$ cat config.mk
export PLATFORM = sky130hd
export DESIGN_NAME = fetch_unit_flat
export DESIGN_NICKNAME = d
export VERILOG_FILES = /design/src/rtl/fetch_unit_if.sv /design/src/rtl/fetch_unit.sv /design/src/flat_wrapper.sv
export SDC_FILE = /design/constraint.sdc
export NUM_CORES = 1
export LEC_CHECK = 0
export BUFFER_PORTS_ARGS = -buffer_cell sky130_fd_sc_hd__buf_4
export CAP_MARGIN = 20
export CORE_UTILIZATION = 48
export CTS_CLUSTER_SIZE = 16
export DETAILED_ROUTE_END_ITERATION = 8
export GPL_TIMING_DRIVEN = 0
export HOLD_SLACK_MARGIN = 0.12
export PLACE_DENSITY = 0.75
export SLEW_MARGIN = 20
export SYNTH_ARGS = -nofsm -noshare
export SYNTH_HDL_FRONTEND = slang
export SYNTH_SLANG_ARGS = --single-unit
$ cat constraint.sdc
create_clock -name clk -period 2.8 [get_ports clk]
set_input_delay 0 -clock clk [delete_from_list [all_inputs] [get_ports clk]]
set_output_delay 0 -clock clk [all_outputs]
set_load 0.01 [all_outputs]
$ cat src/rtl/fetch_unit_if.sv
// Bundle of the instruction-memory bus and the fetch/decode handshake for fetch_unit.
// The master side belongs to the fetch unit and the slave side to memory plus decode.
interface fetch_unit_if;
   logic        imem_req;
   logic [31:0] imem_addr;
   logic        imem_ack;
   logic [31:0] imem_rdata;
   logic [31:0] instr;
   logic [31:0] pc;
   logic        instr_valid;
   logic        instr_ready;
   logic        pc_src;
   logic [31:0] imm_ext;
   logic        misalign;
   logic [31:0] fetch_count;

   modport master (
      output imem_req, imem_addr, instr, pc, instr_valid, misalign, fetch_count,
      input  imem_ack, imem_rdata, instr_ready, pc_src, imm_ext
   );

   modport slave (
      input  imem_req, imem_addr, instr, pc, instr_valid, misalign, fetch_count,
      output imem_ack, imem_rdata, instr_ready, pc_src, imm_ext
   );
endinterface

$ cat src/rtl/fetch_unit.sv
// Instruction fetch unit: requests one word, holds it until decode consumes it,
// then moves to pc+4 or a branch target, trapping on a misaligned target.
module fetch_unit #(
   parameter logic [31:0] RESET_PC = 32'h0000_0000
) (
   input logic          clk,
   input logic          reset_n,
   fetch_unit_if.master bus
);

   typedef enum logic [1:0] {FETCH, HOLD, TRAP} state_t;

   state_t      state;
   state_t      state_nxt;
   logic [31:0] fetch_pc;
   logic [31:0] instr_q;
   logic [31:0] pc_q;
   logic [31:0] count_q;
   logic        armed;
   logic        ack_take;
   logic        handshake;
   logic [31:0] target;

   function automatic logic [31:0] next_pc(input logic [31:0] base,
                                           input logic sel,
                                           input logic signed [31:0] imm);
      next_pc = sel ? base + imm : base + 32'd4;
   endfunction

   assign target = next_pc(pc_q, bus.pc_src, bus.imm_ext);

   // armed stays low for the first edge after reset so an ack racing the release is dropped
   always_ff @(posedge clk or negedge reset_n) begin
      if (!reset_n) begin
         state <= FETCH;
         armed <= 1'b0;
      end else begin
         state <= state_nxt;
         armed <= 1'b1;
      end
   end

   always_comb begin
      state_nxt       = state;
      bus.imem_req    = 1'b0;
      bus.instr_valid = 1'b0;
      bus.misalign    = 1'b0;
      ack_take        = 1'b0;
      handshake       = 1'b0;
      case (state)
         FETCH: begin
            bus.imem_req = reset_n;
            ack_take     = armed & bus.imem_ack;
            if (ack_take) state_nxt = HOLD;
         end
         HOLD: begin
            bus.instr_valid = 1'b1;
            handshake       = bus.instr_ready;
            if (handshake) state_nxt = (target[1:0] == 2'b00) ? FETCH : TRAP;
         end
         TRAP: begin
            bus.misalign = 1'b1;
         end
         default: state_nxt = TRAP;
      endcase
   end

   always_ff @(posedge clk or negedge reset_n) begin
      if (!reset_n) begin
         fetch_pc <= RESET_PC;
         instr_q  <= 32'd0;
         pc_q     <= 32'd0;
         count_q  <= 32'd0;
      end else begin
         if (ack_take) begin
            instr_q <= bus.imem_rdata;
            pc_q    <= fetch_pc;
         end
         if (handshake) begin
            count_q <= count_q + 32'd1;
            if (target[1:0] == 2'b00) fetch_pc <= target;
         end
      end
   end

   assign bus.imem_addr   = fetch_pc;
   assign bus.instr       = instr_q;
   assign bus.pc          = pc_q;
   assign bus.fetch_count = count_q;

endmodule

$ cat src/flat_wrapper.sv
// flat-port wrapper written by rule: the top's interface ports become plain ports
module fetch_unit_flat 
#(
   parameter logic [31:0] RESET_PC = 32'h0000_0000
)
  (clk, reset_n, bus_imem_req, bus_imem_addr, bus_instr, bus_pc, bus_instr_valid, bus_misalign, bus_fetch_count, bus_imem_ack, bus_imem_rdata, bus_instr_ready, bus_pc_src, bus_imm_ext);
  fetch_unit_if bus_i ();
  input logic clk;
  input logic reset_n;
  output wire logic [$bits(bus_i.imem_req)-1:0] bus_imem_req;
  output wire logic [$bits(bus_i.imem_addr)-1:0] bus_imem_addr;
  output wire logic [$bits(bus_i.instr)-1:0] bus_instr;
  output wire logic [$bits(bus_i.pc)-1:0] bus_pc;
  output wire logic [$bits(bus_i.instr_valid)-1:0] bus_instr_valid;
  output wire logic [$bits(bus_i.misalign)-1:0] bus_misalign;
  output wire logic [$bits(bus_i.fetch_count)-1:0] bus_fetch_count;
  input wire logic [$bits(bus_i.imem_ack)-1:0] bus_imem_ack;
  input wire logic [$bits(bus_i.imem_rdata)-1:0] bus_imem_rdata;
  input wire logic [$bits(bus_i.instr_ready)-1:0] bus_instr_ready;
  input wire logic [$bits(bus_i.pc_src)-1:0] bus_pc_src;
  input wire logic [$bits(bus_i.imm_ext)-1:0] bus_imm_ext;
  assign bus_imem_req = bus_i.imem_req;
  assign bus_imem_addr = bus_i.imem_addr;
  assign bus_instr = bus_i.instr;
  assign bus_pc = bus_i.pc;
  assign bus_instr_valid = bus_i.instr_valid;
  assign bus_misalign = bus_i.misalign;
  assign bus_fetch_count = bus_i.fetch_count;
  assign bus_i.imem_ack = bus_imem_ack;
  assign bus_i.imem_rdata = bus_imem_rdata;
  assign bus_i.instr_ready = bus_instr_ready;
  assign bus_i.pc_src = bus_pc_src;
  assign bus_i.imm_ext = bus_imm_ext;
  fetch_unit #(.RESET_PC(RESET_PC)) u_core (.clk(clk), .reset_n(reset_n), .bus(bus_i));
endmodule
==> results of run 1 <==
==> logic make-up (layout without fill, tap and decap cells) <==
| family | count (synthesis) | in the layout | share of synthesized area [%] |
|---|---|---|---|
| compound gates | 166 | 166 | 14.39 |
| xor+xnor | 82 | 82 | 9.480 |
| fa+ha+maj | 34 | 34 | 5.714 |
| buf+inv | 47 | 323 | 2.659 |
| flops | 131 | 131 | 43.27 |
| mux | 64 | 64 | 9.496 |
| other cells | 1 | 1 | 0.04950 |
| simple gates | 226 | 226 | 14.95 |
==> critical path: stages (launching register included) <==
cell and delay, ps:
dfrtp_1 480, ha_1 260, and2_1 210, nand4_1 110, buf_4 190, nor2_1 190
nand4_1 300, nor3_1 300, xor2_1 230, nor3_1 70, a311oi_1 260
==> flip-flops by register name (all words and copies together) (netlist names) <==
name,flops
u_core.armed,1
u_core.bus.fetch_count,32
u_core.bus.imem_addr,32
u_core.bus.instr,32
u_core.bus.pc,32
u_core.state,2
==> power groups by stage <==
stage,combinational [uW],clock [uW],sequential [uW]
2_1_floorplan,2310,0,3300
3_3_place_gp,4060,0,3120
3_5_place_dp,4120,0,3140
4_1_cts,4250,2330,3110
5_1_grt,4740,2410,3240
6_report,4350,2300,3150
==> per-stage QoR <==
| stage | hold slack, ps | TNS, ps |
|---|---|---|
| after floorplan | -295.6 | 0 |
| after global placement | 233.1 | -715.2 |
| after detailed placement | -81.04 | -590.2 |
| after CTS | 129.5 | -3.683 |
| after global routing | 148.6 | -77.50 |
| final | 124.5 | 0 |
==> placed cells by master, fill, tap and decap left out, types with 28 or more instances in the layout <==
| master | instances |
|---|---|
| buf_4 | 206 |
| dfrtp_1 | 125 |
| nand2_1 | 69 |
| mux2_2 | 63 |
| a21oi_1 | 54 |
| xnor2_1 | 52 |
| nor2_1 | 50 |
| o21ai_0 | 37 |
| dlygate4sd3_1 | 36 |
| xor2_1 | 30 |
| nand3_1 | 28 |
==> what timing repair did <==
action / 4_1_cts / 5_1_grt
hold buffers: 37 / 0
endpoints found under the hold margin: 172 / 0
setup endpoints to repair: 7 / 26
resized for setup: 7 / 17
pin swaps: 4 / 5
buffers inserted: 2 / 7
==> Yosys cell counts (all sizes together) (2+ instances only) <==
cell	instances
and2	9
buf	6
nor2b	3
and4	3
xnor2	52
ha	33
and2b	2
nand2	69
xor2	30
or3	4
a311o	2
a31o	2
a311oi	2
dfrtp	131
nand4	14
o21a	4
clkbuf	24
mux2	63
o21ai	54
nor4	2
o2111ai	2
nand3	28
or2	4
a21oi	64
nor2	51
and3	17
o21bai	6
nand2b	2
o31ai	4
inv	17
a31oi	2
a21o	14
nor3	13
==> layout make-up <==
cell class / instances / share of cell area (%)
inverters: 17 / 0.6069
well taps: 211 / 2.511
plain buffers: 28 / 1.273
flip-flops and latches: 131 / 31.25
clock inverters: 13 / 1.654
clock buffers: 19 / 4.117
multi-input cells: 573 / 39.68
repair buffers: 246 / 18.91
==> layer usage <==
| metal | global-route usage (%) | wire, um | up-vias |
|---|---|---|---|
| met1 | 33.67 | 9033 | 3225 |
| met4 | 9.827 | 412 | 0 |
| li1 | - | - | 3186 |
| met3 | 6.281 | 1286 | 32 |
| met2 | 42.01 | 10100 | 216 |
| met5 | 0 | 0 | - |
==> path summary, 6_finish.rpt <==
| check | from | end | cells after the start |
|---|---|---|---|
| min | reset_n | u_core.bus.pc[12]$_DFFE_PN0P_ | 3 |
| max in group asynchronous | reset_n | u_core.bus.fetch_count[3]$_DFFE_PN0P_ | 3 |
| min in group clk | bus_imm_ext[16] | u_core.bus.imem_addr[16]$_DFFE_PN0P_ | 5 |
| max | u_core.bus.pc[2]$_DFFE_PN0P_ | u_core.bus.imem_addr[28]$_DFFE_PN0P_ | 10 |
| min reg2reg | u_core.bus.fetch_count[31]$_DFFE_PN0P_ | u_core.bus.fetch_count[31]$_DFFE_PN0P_ | 1 |
| max reg2reg | u_core.bus.pc[2]$_DFFE_PN0P_ | u_core.bus.imem_addr[28]$_DFFE_PN0P_ | 10 |
==> results.yml, run 1 <==
status:
  status: "finished, final reports clean"
route:
  routed_wl_mm: 20.83
  wl_per_cell_um: 16.83
  first_pass_iters: 5
  drc: 0
  avgViaCountPerCell: 5.379
  vias: 6659
  ant_nets: 0
  first_iter_violations: 389
timing:
  slew_viol_final: 0
  relSlewSlack_pct: 52.36
  max_freq_mhz: 369.8
  period_needed_ps: 2704
  hold_viol_final: 0
  min_period_over_period_pct: 96.58
  rsz0062_at_grt: "true"
  clock_skew_ps: 7.999
  setup_viol: 0
  worst_slack_ps: 95.71
  worst-slew-pin-transition_ps: 714.6
cells_and_area:
  seq_area_um2: 3286
  multi_input_area_um2: 4173
  diodes: 0
  drive_gt1_share_pct: 34.96
  final_cell_area_um2: 10520
  final_cells: 1238
  area.growth.synth_to_final_pct: 38.79
  n_fill_cell: 1226
  final_nets: 1117
  fin_util_pct: 68.66
setup_path:
  worstPathMaxFanout: 6
  worst_setup_path_start_kind: "flip-flop"
  worstPathRequired_ps: 3130
  cp-end-kind: "flip-flop"
  setup.worst_path.class: "reg2reg"
  crit_arrival_ps: 3030
  regToRegSetupSlack_ps: 100
grt:
  grt_remaining_overflow: 0
  grt_use_total_pct: 25.93
  grt_pass1_wl_mm: 32.78
  antenna_found_initial: 0
  grt_max_degree: 86
  grt_pass1_vias: 6511
logic_synthesis:
  syn_area_per_cell_um2: 10.09
  synth.area.top_cells: "dfrtp_1 (43%), mux2_2 (9.4%), xnor2_1 (6.0%), ha_1 (5.5%), a21oi_1 (3.7%)"
  post_synth_num_cell_types: 71
  seq_area_frac_synth_pct: 43.27
  synth_top_area_share_pct: 43.27
  async_reset_ff_share_pct: 100.0
  synthFlopType: "dfrtp_1"
  synth.net_count: 854
  syn_inst: 751
  synth_area_leader_cell: "dfrtp_1"
  syn_area_um2: 7576
  yosys_warnings: 0
  ys_ff_latch: 131
  synth-edff-count: 0
run:
  maxCapViolations: 0
pwr:
  p_sw_uw: 3623
  p_int_uw: 6176
  totalPowerFinal_uw: 9799
  p_seq_share_pct: 32.1
  p_per_area_nw_per_um2: 931.9
  combPwrFrac_pct: 44.4
  p_leak_uw: 0.004967
  ir_worst_vdd_mv: 0.4744
  p_sw_share_pct: 36.97
  pwr-share-clk_pct: 23.4
floorplan:
  ios: 200
  rows: 45
  initial_core_util_pct: 49.47
  fp.dieW_um: 127.6
  die-height_um: 127.6
  dieArea_um2: 16290
  core_area_um2: 15310
placed_design:
  post-place-ws_ps: -148.4
  dp_hpwl_mm: 14.57
  port_buffers: 199
  place_area_um2: 9369
  post-place-cells: 1162
  gp_congestion: 0.8852
clocking:
  htreeDepth: 4
  clk_pin_slew_ps: 60
  cts_tree: "done"
  cts_buffers: 17
  clk_latency_ps: 430
  ctsLongestPathBuffers: 2
  cts_root_buf: "clkbuf_16"
  cts_sinks: 131
hold_path:
  hp-class: "in2async"
Note: power is estimated with default switching activity, not from simulation.
==> inputs of run 2 (changes only) <==
CORE_UTILIZATION = 55   (was 48)
CTS_BUF_LIST = sky130_fd_sc_hd__clkbuf_4   (was unset)
PLACE_DENSITY = 0.81   (was 0.75)
clock period = 2.6 ns   (was 2.8 ns; I/O delays follow)
==> results.yml, run 2 (synthesis results as in run 1) <==
grt:
  grt_max_degree: 101
  grt_remaining_overflow: 0
  grt_use_total_pct: 32.25
  antenna_found_initial: 0
  grt_pass1_vias: 7105
  grt_pass1_wl_mm: 35.84
clocking:
  cts_sinks: 131
  htreeDepth: 4
  cts_root_buf: "clkbuf_4"
  clk_pin_slew_ps: 130
  ctsLongestPathBuffers: 2
  cts_tree: "done"
  clk_latency_ps: 570
  cts_buffers: 17
cells_and_area:
  fin_util_pct: 80.29
  final_cell_area_um2: 10720
  multi_input_area_um2: 4253
  drive_gt1_share_pct: 38.96
  final_cells: 1249
  n_fill_cell: 872
  area.growth.synth_to_final_pct: 41.45
  final_nets: 1163
  final_cell_mix: "buf_4 (230), dfrtp_1 (114), nand2_1 (69)"
  mostFrequentLayoutCell: "buf_4"
  seq_area_um2: 3299
  diodes: 0
status:
  violations: "setup timing"
  status: "finished with violations"
setup_path:
  critPathLaunch: "u_core.bus.pc[0]$_DFFE_PN0P_"
  worstPathMaxFanout: 4
  max_stage_delay_ps: 430
  crit_arrival_ps: 3150
  setup.worst_path.class: "reg2reg"
  cp-end-kind: "flip-flop"
  worst_setup_path_start_kind: "flip-flop"
  path_cells: "ha_4 -> fa_2 -> a21oi_2 -> o21ai_2 -> a211oi_2 -> o21a_2 -> o21ai_4 -> o31ai_4 -> buf_6 -> xor2_1 -> a21oi_1 -> a21o_1"
  worstRegToRegCells: 12
  r2r_start: "u_core.bus.pc[0]$_DFFE_PN0P_"
  r2r-end: "u_core.bus.imem_addr[20]$_DFFE_PN0P_"
  worstPathRequired_ps: 3050
  cp_slowest_cell: "dfrtp_1"
  regToRegSetupSlack_ps: -100
placed_design:
  dp_hpwl_mm: 14.85
  post-place-ws_ps: -287.8
  place_area_um2: 9334
  port_buffers: 199
  post-place-cells: 1127
  gp_congestion: 0.8695
hold_path:
  hold_path_end: "u_core.bus.imem_addr[15]$_DFFE_PN0P_"
  hold_depth: 5
  hp-class: "in2reg"
  hp-start: "bus_imm_ext[15]"
run:
  maxCapViolations: 0
floorplan:
  ios: 200
  die-height_um: 119.4
  core_area_um2: 13350
  initial_core_util_pct: 56.76
  fp.dieW_um: 119.4
  dieArea_um2: 14250
  rows: 42
route:
  ant_nets: 0
  vias: 7131
  wl_per_cell_um: 18.60
  first_pass_iters: 5
  routed_wl_mm: 23.23
  avgViaCountPerCell: 5.709
  first_iter_violations: 470
  drc: 0
timing:
  hold_viol_final: 0
  clock_skew_ps: 23.22
  worst-slew-pin-transition_ps: 756.4
  worst_slack_ps: -98.58
  min_period_over_period_pct: 103.8
  rsz0062_at_grt: "true"
  setup_viol: 6
  slew_viol_final: 0
  period_needed_ps: 2699
  relSlewSlack_pct: 49.57
  setup_tns_ps: -343.2
  max_freq_mhz: 370.6
pwr:
  p_sw_uw: 4064
  p_per_area_nw_per_um2: 953.2
  combPwrFrac_pct: 50.7
  ir_worst_vdd_mv: 0.6392
  pwr-share-clk_pct: 16.1
  p_sw_share_pct: 39.79
  p_int_uw: 6151
  p_seq_share_pct: 33.2
  p_leak_uw: 0.005066
-- run 2: worst max-delay path, delay by kind of cell, from the launching register on --
| family | cells | cell delay, ps |
|---|---|---|
| buffers and inverters | 1 | 170 |
| adder cells (fa/ha/maj) | 2 | 530 |
| flip-flops | 1 | 430 |
| XOR/XNOR | 1 | 150 |
| AO/OA/AOI/OAI | 8 | 1300 |
-- run 2: what timing repair did --
action                                 CTS  global route
hold buffers                            62             0
buffers inserted                         7            26
endpoints found under the hold margin  203             0
setup endpoints to repair               44            23
resized for setup                       26            34
pin swaps                                6            19
-- run 2: through the flow --
stage                     hold slack (ps)  power [uW]
after floorplan                    -295.6        6041
after global placement              233.6        7744
after detailed placement           -124.2        7869
after CTS                           125.9        9763
after global routing                168.2       10800
final                               134.2       10220
-- run 2: how the worst max path moves through the flow --
stage / to / slack, ps / cells past startpoint
2_1_floorplan: u_core.bus.imem_addr[28]$_DFFE_PN0P_ / 20 / 11
3_3_place_gp: u_core.bus.imem_addr[27]$_DFFE_PN0P_ / -290 / 10
3_5_place_dp: u_core.bus.imem_addr[27]$_DFFE_PN0P_ / -290 / 10
4_1_cts: u_core.bus.imem_addr[31]$_DFFE_PN0P_ / -80 / 11
5_1_grt: u_core.bus.imem_addr[20]$_DFFE_PN0P_ / -190 / 12
6_report: u_core.bus.imem_addr[20]$_DFFE_PN0P_ / -100 / 12
-- run 2: metal layers --
layer	share of wire, %	global-route usage [%]
met1	41	41.01
met2	50	53.20
met3	6.2	6.178
met4	3.2	14.84
met5	0	0
-- run 2: layout make-up --
cell class / count / share of cell area (%)
Buffer: 25 / 1.226
Clock buffer: 18 / 1.261
Clock inverter: 14 / 1.891
Inverter: 17 / 0.5954
Multi-Input combinational cell: 573 / 39.68
Sequential cell: 131 / 30.79
Tap cell: 176 / 2.055
Timing Repair Buffer: 295 / 22.50
-- run 2: power by group through the flow --
| stage | Sequential [uW] | Clock [uW] | Combinational (uW) |
|---|---|---|---|
| 2_1_floorplan | 3550 | 0 | 2490 |
| 3_3_place_gp | 3350 | 0 | 4390 |
| 3_5_place_dp | 3390 | 0 | 4480 |
| 4_1_cts | 3350 | 1640 | 4770 |
| 5_1_grt | 3470 | 1760 | 5570 |
| 6_report | 3390 | 1650 | 5180 |
